## config.mk

```make
export PLATFORM = sky130hd
export DESIGN_NAME = pipeline_ctrl_flat
export DESIGN_NICKNAME = d
export VERILOG_FILES = /design/src/rtl/pipeline_ctrl_if.sv /design/src/rtl/pipeline_ctrl.sv /design/src/flat_wrapper.sv
export SDC_FILE = /design/constraint.sdc
export NUM_CORES = 1
export LEC_CHECK = 0
export BUFFER_PORTS_ARGS = -buffer_cell sky130_fd_sc_hd__buf_4
export CAP_MARGIN = 20
export CORE_ASPECT_RATIO = 2
export CORE_MARGIN = 2
export CORE_UTILIZATION = 45
export CTS_BUF_LIST = sky130_fd_sc_hd__clkbuf_8 sky130_fd_sc_hd__clkbuf_16
export DETAILED_ROUTE_END_ITERATION = 7
export GPL_TIMING_DRIVEN = 0
export MAX_ROUTING_LAYER = met4
export PLACE_DENSITY = 0.72
export SYNTH_ARGS = -nofsm -noshare
export SYNTH_HDL_FRONTEND = slang
export SYNTH_SLANG_ARGS = --single-unit
export TNS_END_PERCENT = 1
```

## constraint.sdc

```tcl
create_clock -name clk -period 3.2 [get_ports clk]
set_input_delay 0.16 -clock clk [delete_from_list [all_inputs] [get_ports clk]]
set_output_delay 0.16 -clock clk [all_outputs]
set_load 0.03 [all_outputs]
```

## src/rtl/pipeline_ctrl_if.sv

```systemverilog
// Hazard/freeze control bundle between the pipeline datapath and pipeline_ctrl.
// master drives the decode/execute/memory status; slave returns enables, flushes and counters.
interface pipeline_ctrl_if;
  logic [4:0]  id_rs;
  logic [4:0]  id_rt;
  logic        id_uses_rt;
  logic [4:0]  ex_AW;
  logic        ex_er;
  logic        ex_pcsrc;
  logic        mem_er;
  logic        mem_ew;
  logic        pc_we;
  logic        b1_we;
  logic        b2_we;
  logic        b3_we;
  logic        b4_we;
  logic        b1_flush;
  logic        b2_flush;
  logic [1:0]  ctrl_state;
  logic [15:0] stall_cnt;
  logic [15:0] flush_cnt;

  modport master (
    output id_rs, id_rt, id_uses_rt, ex_AW, ex_er, ex_pcsrc, mem_er, mem_ew,
    input  pc_we, b1_we, b2_we, b3_we, b4_we, b1_flush, b2_flush,
    input  ctrl_state, stall_cnt, flush_cnt
  );

  modport slave (
    input  id_rs, id_rt, id_uses_rt, ex_AW, ex_er, ex_pcsrc, mem_er, mem_ew,
    output pc_we, b1_we, b2_we, b3_we, b4_we, b1_flush, b2_flush,
    output ctrl_state, stall_cnt, flush_cnt
  );
endinterface

```

## src/rtl/pipeline_ctrl.sv

```systemverilog
// Pipeline hazard controller: memory-latency freeze, branch flush and load-use stall,
// with saturating stall/flush performance counters.
module pipeline_ctrl #(
  parameter int unsigned MEM_LAT = 2
) (
  input  logic            clk,
  input  logic            rst,
  pipeline_ctrl_if.slave  bus
);
  typedef enum logic [1:0] {RUN = 2'd0, MEM_WAIT = 2'd1} state_t;

  localparam bit         HAS_LAT = (MEM_LAT != 0);
  localparam logic [3:0] LAT_M1  = (MEM_LAT == 0) ? 4'd0 : 4'(MEM_LAT - 1);

  state_t      state;
  logic [3:0]  cnt;
  logic        rel;
  logic [15:0] stall_cnt;
  logic [15:0] flush_cnt;

  logic lu_hazard, mem_req, freeze, branch, lu_stall;
  logic pc_we, b1_we, b2_we, b3_we, b4_we, b1_flush, b2_flush;

  function automatic logic [15:0] sat_inc(input logic [15:0] v);
    return (v == 16'hFFFF) ? v : v + 16'd1;
  endfunction

  assign lu_hazard = bus.ex_er & (bus.ex_AW != 5'd0) &
                     ((bus.ex_AW == bus.id_rs) | (bus.id_uses_rt & (bus.ex_AW == bus.id_rt)));
  assign mem_req   = (bus.mem_er | bus.mem_ew) & HAS_LAT;

  // The release cycle (MEM_WAIT, cnt == 0) ignores mem_req; rel then masks it for one RUN cycle.
  assign freeze   = ((state == RUN) && !rel && mem_req) || ((state == MEM_WAIT) && (cnt != 4'd0));
  assign branch   = !freeze && bus.ex_pcsrc;
  assign lu_stall = !freeze && !bus.ex_pcsrc && lu_hazard;

  always_comb begin
    pc_we    = 1'b1;
    b1_we    = 1'b1;
    b2_we    = 1'b1;
    b3_we    = 1'b1;
    b4_we    = 1'b1;
    b1_flush = 1'b0;
    b2_flush = 1'b0;
    if (rst) begin
      {pc_we, b1_we, b2_we, b3_we, b4_we} = 5'b00000;
      b1_flush = 1'b1;
      b2_flush = 1'b1;
    end else if (freeze) begin
      {pc_we, b1_we, b2_we, b3_we, b4_we} = 5'b00000;
    end else begin
      pc_we    = !lu_stall;
      b1_we    = !lu_stall;
      b1_flush = branch;
      b2_flush = branch || lu_stall;
    end
  end

  always_ff @(posedge clk) begin
    if (rst) begin
      state     <= RUN;
      cnt       <= 4'd0;
      rel       <= 1'b0;
      stall_cnt <= 16'd0;
      flush_cnt <= 16'd0;
    end else begin
      case (state)
        RUN: begin
          if (!rel && mem_req) begin
            state <= MEM_WAIT;
            cnt   <= LAT_M1;
          end
          rel <= 1'b0;
        end
        MEM_WAIT: begin
          if (cnt != 4'd0) begin
            cnt <= cnt - 4'd1;
          end else begin
            state <= RUN;
            rel   <= 1'b1;
          end
        end
        default: begin
          state <= RUN;
          cnt   <= 4'd0;
          rel   <= 1'b0;
        end
      endcase
      if (!pc_we) stall_cnt <= sat_inc(stall_cnt);
      if (branch) flush_cnt <= sat_inc(flush_cnt);
    end
  end

  assign bus.pc_we      = pc_we;
  assign bus.b1_we      = b1_we;
  assign bus.b2_we      = b2_we;
  assign bus.b3_we      = b3_we;
  assign bus.b4_we      = b4_we;
  assign bus.b1_flush   = b1_flush;
  assign bus.b2_flush   = b2_flush;
  assign bus.ctrl_state = state;
  assign bus.stall_cnt  = stall_cnt;
  assign bus.flush_cnt  = flush_cnt;
endmodule

```

## src/flat_wrapper.sv

```systemverilog
// flat-port wrapper written by rule: the top's interface ports become plain ports
module pipeline_ctrl_flat 
#(
  parameter int unsigned MEM_LAT = 2
)
  (clk, rst, bus_id_rs, bus_id_rt, bus_id_uses_rt, bus_ex_AW, bus_ex_er, bus_ex_pcsrc, bus_mem_er, bus_mem_ew, bus_pc_we, bus_b1_we, bus_b2_we, bus_b3_we, bus_b4_we, bus_b1_flush, bus_b2_flush, bus_ctrl_state, bus_stall_cnt, bus_flush_cnt);
  pipeline_ctrl_if bus_i ();
  input  logic clk;
  input  logic rst;
  input wire logic [$bits(bus_i.id_rs)-1:0] bus_id_rs;
  input wire logic [$bits(bus_i.id_rt)-1:0] bus_id_rt;
  input wire logic [$bits(bus_i.id_uses_rt)-1:0] bus_id_uses_rt;
  input wire logic [$bits(bus_i.ex_AW)-1:0] bus_ex_AW;
  input wire logic [$bits(bus_i.ex_er)-1:0] bus_ex_er;
  input wire logic [$bits(bus_i.ex_pcsrc)-1:0] bus_ex_pcsrc;
  input wire logic [$bits(bus_i.mem_er)-1:0] bus_mem_er;
  input wire logic [$bits(bus_i.mem_ew)-1:0] bus_mem_ew;
  output wire logic [$bits(bus_i.pc_we)-1:0] bus_pc_we;
  output wire logic [$bits(bus_i.b1_we)-1:0] bus_b1_we;
  output wire logic [$bits(bus_i.b2_we)-1:0] bus_b2_we;
  output wire logic [$bits(bus_i.b3_we)-1:0] bus_b3_we;
  output wire logic [$bits(bus_i.b4_we)-1:0] bus_b4_we;
  output wire logic [$bits(bus_i.b1_flush)-1:0] bus_b1_flush;
  output wire logic [$bits(bus_i.b2_flush)-1:0] bus_b2_flush;
  output wire logic [$bits(bus_i.ctrl_state)-1:0] bus_ctrl_state;
  output wire logic [$bits(bus_i.stall_cnt)-1:0] bus_stall_cnt;
  output wire logic [$bits(bus_i.flush_cnt)-1:0] bus_flush_cnt;
  assign bus_i.id_rs = bus_id_rs;
  assign bus_i.id_rt = bus_id_rt;
  assign bus_i.id_uses_rt = bus_id_uses_rt;
  assign bus_i.ex_AW = bus_ex_AW;
  assign bus_i.ex_er = bus_ex_er;
  assign bus_i.ex_pcsrc = bus_ex_pcsrc;
  assign bus_i.mem_er = bus_mem_er;
  assign bus_i.mem_ew = bus_mem_ew;
  assign bus_pc_we = bus_i.pc_we;
  assign bus_b1_we = bus_i.b1_we;
  assign bus_b2_we = bus_i.b2_we;
  assign bus_b3_we = bus_i.b3_we;
  assign bus_b4_we = bus_i.b4_we;
  assign bus_b1_flush = bus_i.b1_flush;
  assign bus_b2_flush = bus_i.b2_flush;
  assign bus_ctrl_state = bus_i.ctrl_state;
  assign bus_stall_cnt = bus_i.stall_cnt;
  assign bus_flush_cnt = bus_i.flush_cnt;
  pipeline_ctrl #(.MEM_LAT(MEM_LAT)) u_core (.clk(clk), .rst(rst), .bus(bus_i));
endmodule
```

==> results.json <==
{
  "status": "completed",
  "routed.top_layer": "met4",
  "synth_area_leader_cell": "dfxtp_1",
  "syn_to_final_growth_pct": 31.3,
  "cts.sinks": 38,
  "fin_crit_sh": 0.831,
  "synth_nets": 252,
  "end_kind": "output port",
  "maxCapViolCount": 0,
  "synth_cell_types": 40,
  "grt_pass1_vias": 1733,
  "path_class": "flop to output port",
  "netlist_area_um2": 1960,
  "cp-start-kind": "flop",
  "ys.flop_type": "dfxtp_1",
  "drt_iter0_markers": 28,
  "setup_viol": 0,
  "place_congestion": 0.857,
  "dp.cells": 341,
  "grt.total_usage": 0.188,
  "num-nets-final": 320,
  "worst_slack_ns": 0.539,
  "dieArea_um2": 4920,
  "path_clk_slew_ns": 0.08,
  "maxSlewHeadroom": 0.641,
  "root_buffer": "clkbuf_8",
  "setup_tns_ns": 0,
  "synth_commonest_cells": "dfxtp_1, nor2_1, nand3_1",
  "finalHoldViolCount": 0,
  "final_max_slew_viol_count": 0,
  "hp-class": "primary input to flop",
  "crit_required_ns": 3.04,
  "h-tree-depth": 2,
  "antenna_cells": 0,
  "portBuffers": 61,
  "postSynthCellCount": 226,
  "core_area_um2": 4250,
  "worstMarginPinSlew_ns": 0.537,
  "drive_gt1_frac": 0.278,
  "hold_buffers": 0,
  "wl_met2_mm": 2.15,
  "holdPathStages": 3,
  "worst-r2r-setup-slack_ns": 0.77,
  "fp-row-count": 34,
  "p_leak_uw": 0.00113,
  "period_minus_slack_ns": 2.66,
  "viasPerCell": 5.13,
  "ys_seq_area_frac": 0.389,
  "final_cells": 349,
  "wl_per_cell_um": 12.3,
  "clkLatencyLatePin_ns": 0.29,
  "cts_resized": 0,
  "firstDrtPassIters": 4,
  "vias": 1792,
  "rsz0062_at_grt": "no",
  "hpwl_mm": 3.26,
  "placed_cell_area_um2": 2480,
  "reg2reg_to": "u_core.bus.stall_cnt[13]$_SDFFE_PP0P_",
  "min_from": "rst",
  "hold_path_end": "u_core.cnt[3]$_SDFFE_PP0P_",
  "nFillCells": 394,
  "synth_seq_cells": 38,
  "yosys_warnings": 0,
  "async_flop_share": 0,
  "cts_tree": "done",
  "die_y_um": 97.3,
  "drc": 0,
  "p_per_area_nw_per_um2": 417,
  "die_w_um": 50.6,
  "grt_max_degree": 13,
  "worstReg2RegStart": "u_core.cnt[0]$_SDFFE_PP0P_",
  "drt_wl_total_mm": 4.30,
  "synth-edff-count": 0,
  "antenna_found_initial": 0,
  "cts_setup_buffers": 0,
  "cts_buffer_depth": 2,
  "pre_cts_slack_ns": 0.782,
  "design_area_um2": 2570,
  "reg2regPathDepth": 9,
  "yosys-top-cells-area": "dfxtp_1, xor2_1, nor2_1",
  "fmax_ghz": 0.376,
  "finalClockSkew_ns": 0.0115,
  "drtAntennaViolNets": 0,
  "worstPathMaxFanout": 10,
  "grt_pass1_wl_mm": 7.11,
  "post_synth.cell_area_avg_um2": 8.66,
  "ios": 63,
  "synthDominantCellAreaShare": 0.389,
  "numCtsBuffers": 5,
  "critPathArrivalTime_ns": 2.50,
  "grt-ovfl-total": 0,
  "start_util": 0.460,
  "peakVddDrop_mv": 0.340,
  "wl_met1_mm": 1.82,
  "route.met3.wl_um": 240
}
registers in the layout (all words and copies together), names as in the netlist:
signal / flops
u_core.rel: 1
u_core.cnt: 4
u_core.bus.ctrl_state: 1
u_core.bus.stall_cnt: 16
u_core.bus.flush_cnt: 16
per-layer routing:
| metal | vias up | track usage |
|---|---|---|
| li1 | 902 | - |
| met1 | 832 | 0.206 |
| met2 | 51 | 0.312 |
| met3 | 7 | 0.0446 |
| met4 | 0 | 0.0915 |
| met5 | - | - |
per-stage QoR:
step	util	hold WS, ns	total power (µW)
detailed placement	0.584	0.439	760
floorplan	-	0.344	677
finish	0.604	0.160	1070
global placement	0.584	0.431	754
CTS	0.604	0.153	1090
global route	0.604	0.175	1130
cell type report:
type | instances | area (µm²) | area share
Timing Repair Buffer | 61 | 458 | 0.178
Inverter | 6 | 22.5 | 0.00877
Tap cell | 54 | 67.6 | 0.0263
Sequential cell | 38 | 761 | 0.296
Buffer | 11 | 58.8 | 0.0229
Multi-Input combinational cell | 171 | 1110 | 0.434
Clock buffer | 5 | 68.8 | 0.0268
Clock inverter | 3 | 17.5 | 0.00682
worst max-delay path: stages (launching register included):
cell and delay, ns:
dfxtp_1 0.31, inv_1 0.12, ha_1 0.16, or3b_4 0.41, a22oi_4 0.21, and4bb_1 0.26, a21bo_4 0.17, buf_2 0.21
inv_1 0.07, buf_4 0.13, buf_4 0.15
cells by family (layout without fill, tap and decap cells):
kind of cell    after synthesis  in the layout  share of synthesized area
mux                           3              3                     0.0160
xor+xnor                     37             37                      0.166
buf+inv                      17             86                     0.0416
simple gates                106            106                      0.285
fa+ha+maj                     4              4                     0.0256
compound gates               20             20                     0.0761
other cells                   1              1                    0.00192
flops                        38             38                      0.389
layout by cell type, fill, tap and decap left out, types with 5 or more instances in the layout:
cell type / netlist / final
nand3_1: 24 / 24
a21oi_1: 9 / 9
nor2_1: 38 / 38
inv_1: 6 / 7
clkbuf_8: 0 / 5
nand4_1: 6 / 6
dfxtp_1: 38 / 38
xnor2_1: 15 / 15
nand2_1: 8 / 8
buf_4: 4 / 65
and3_1: 9 / 9
xor2_1: 22 / 22
worst max-delay path by stage:
stage | startpoint | endpoint | slack, ns
after floorplan | u_core.bus.ctrl_state[0]$_SDFFE_PP0P_ | bus_pc_we | 0.54
after global placement | u_core.cnt[0]$_SDFFE_PP0P_ | u_core.bus.stall_cnt[13]$_SDFFE_PP0P_ | 0.82
after detailed placement | u_core.cnt[0]$_SDFFE_PP0P_ | u_core.bus.stall_cnt[13]$_SDFFE_PP0P_ | 0.78
after CTS | u_core.cnt[0]$_SDFFE_PP0P_ | bus_pc_we | 0.53
after global routing | u_core.cnt[0]$_SDFFE_PP0P_ | bus_pc_we | 0.39
final | u_core.cnt[0]$_SDFFE_PP0P_ | bus_pc_we | 0.54
power by group:
group	total, µW	internal (µW)	switching [µW]
logic	239	105	134
clock network	322	150	171
registers	510	490	20.7
total	1070	745	326
No activity file was read; power rests on OpenSTA's default activity.
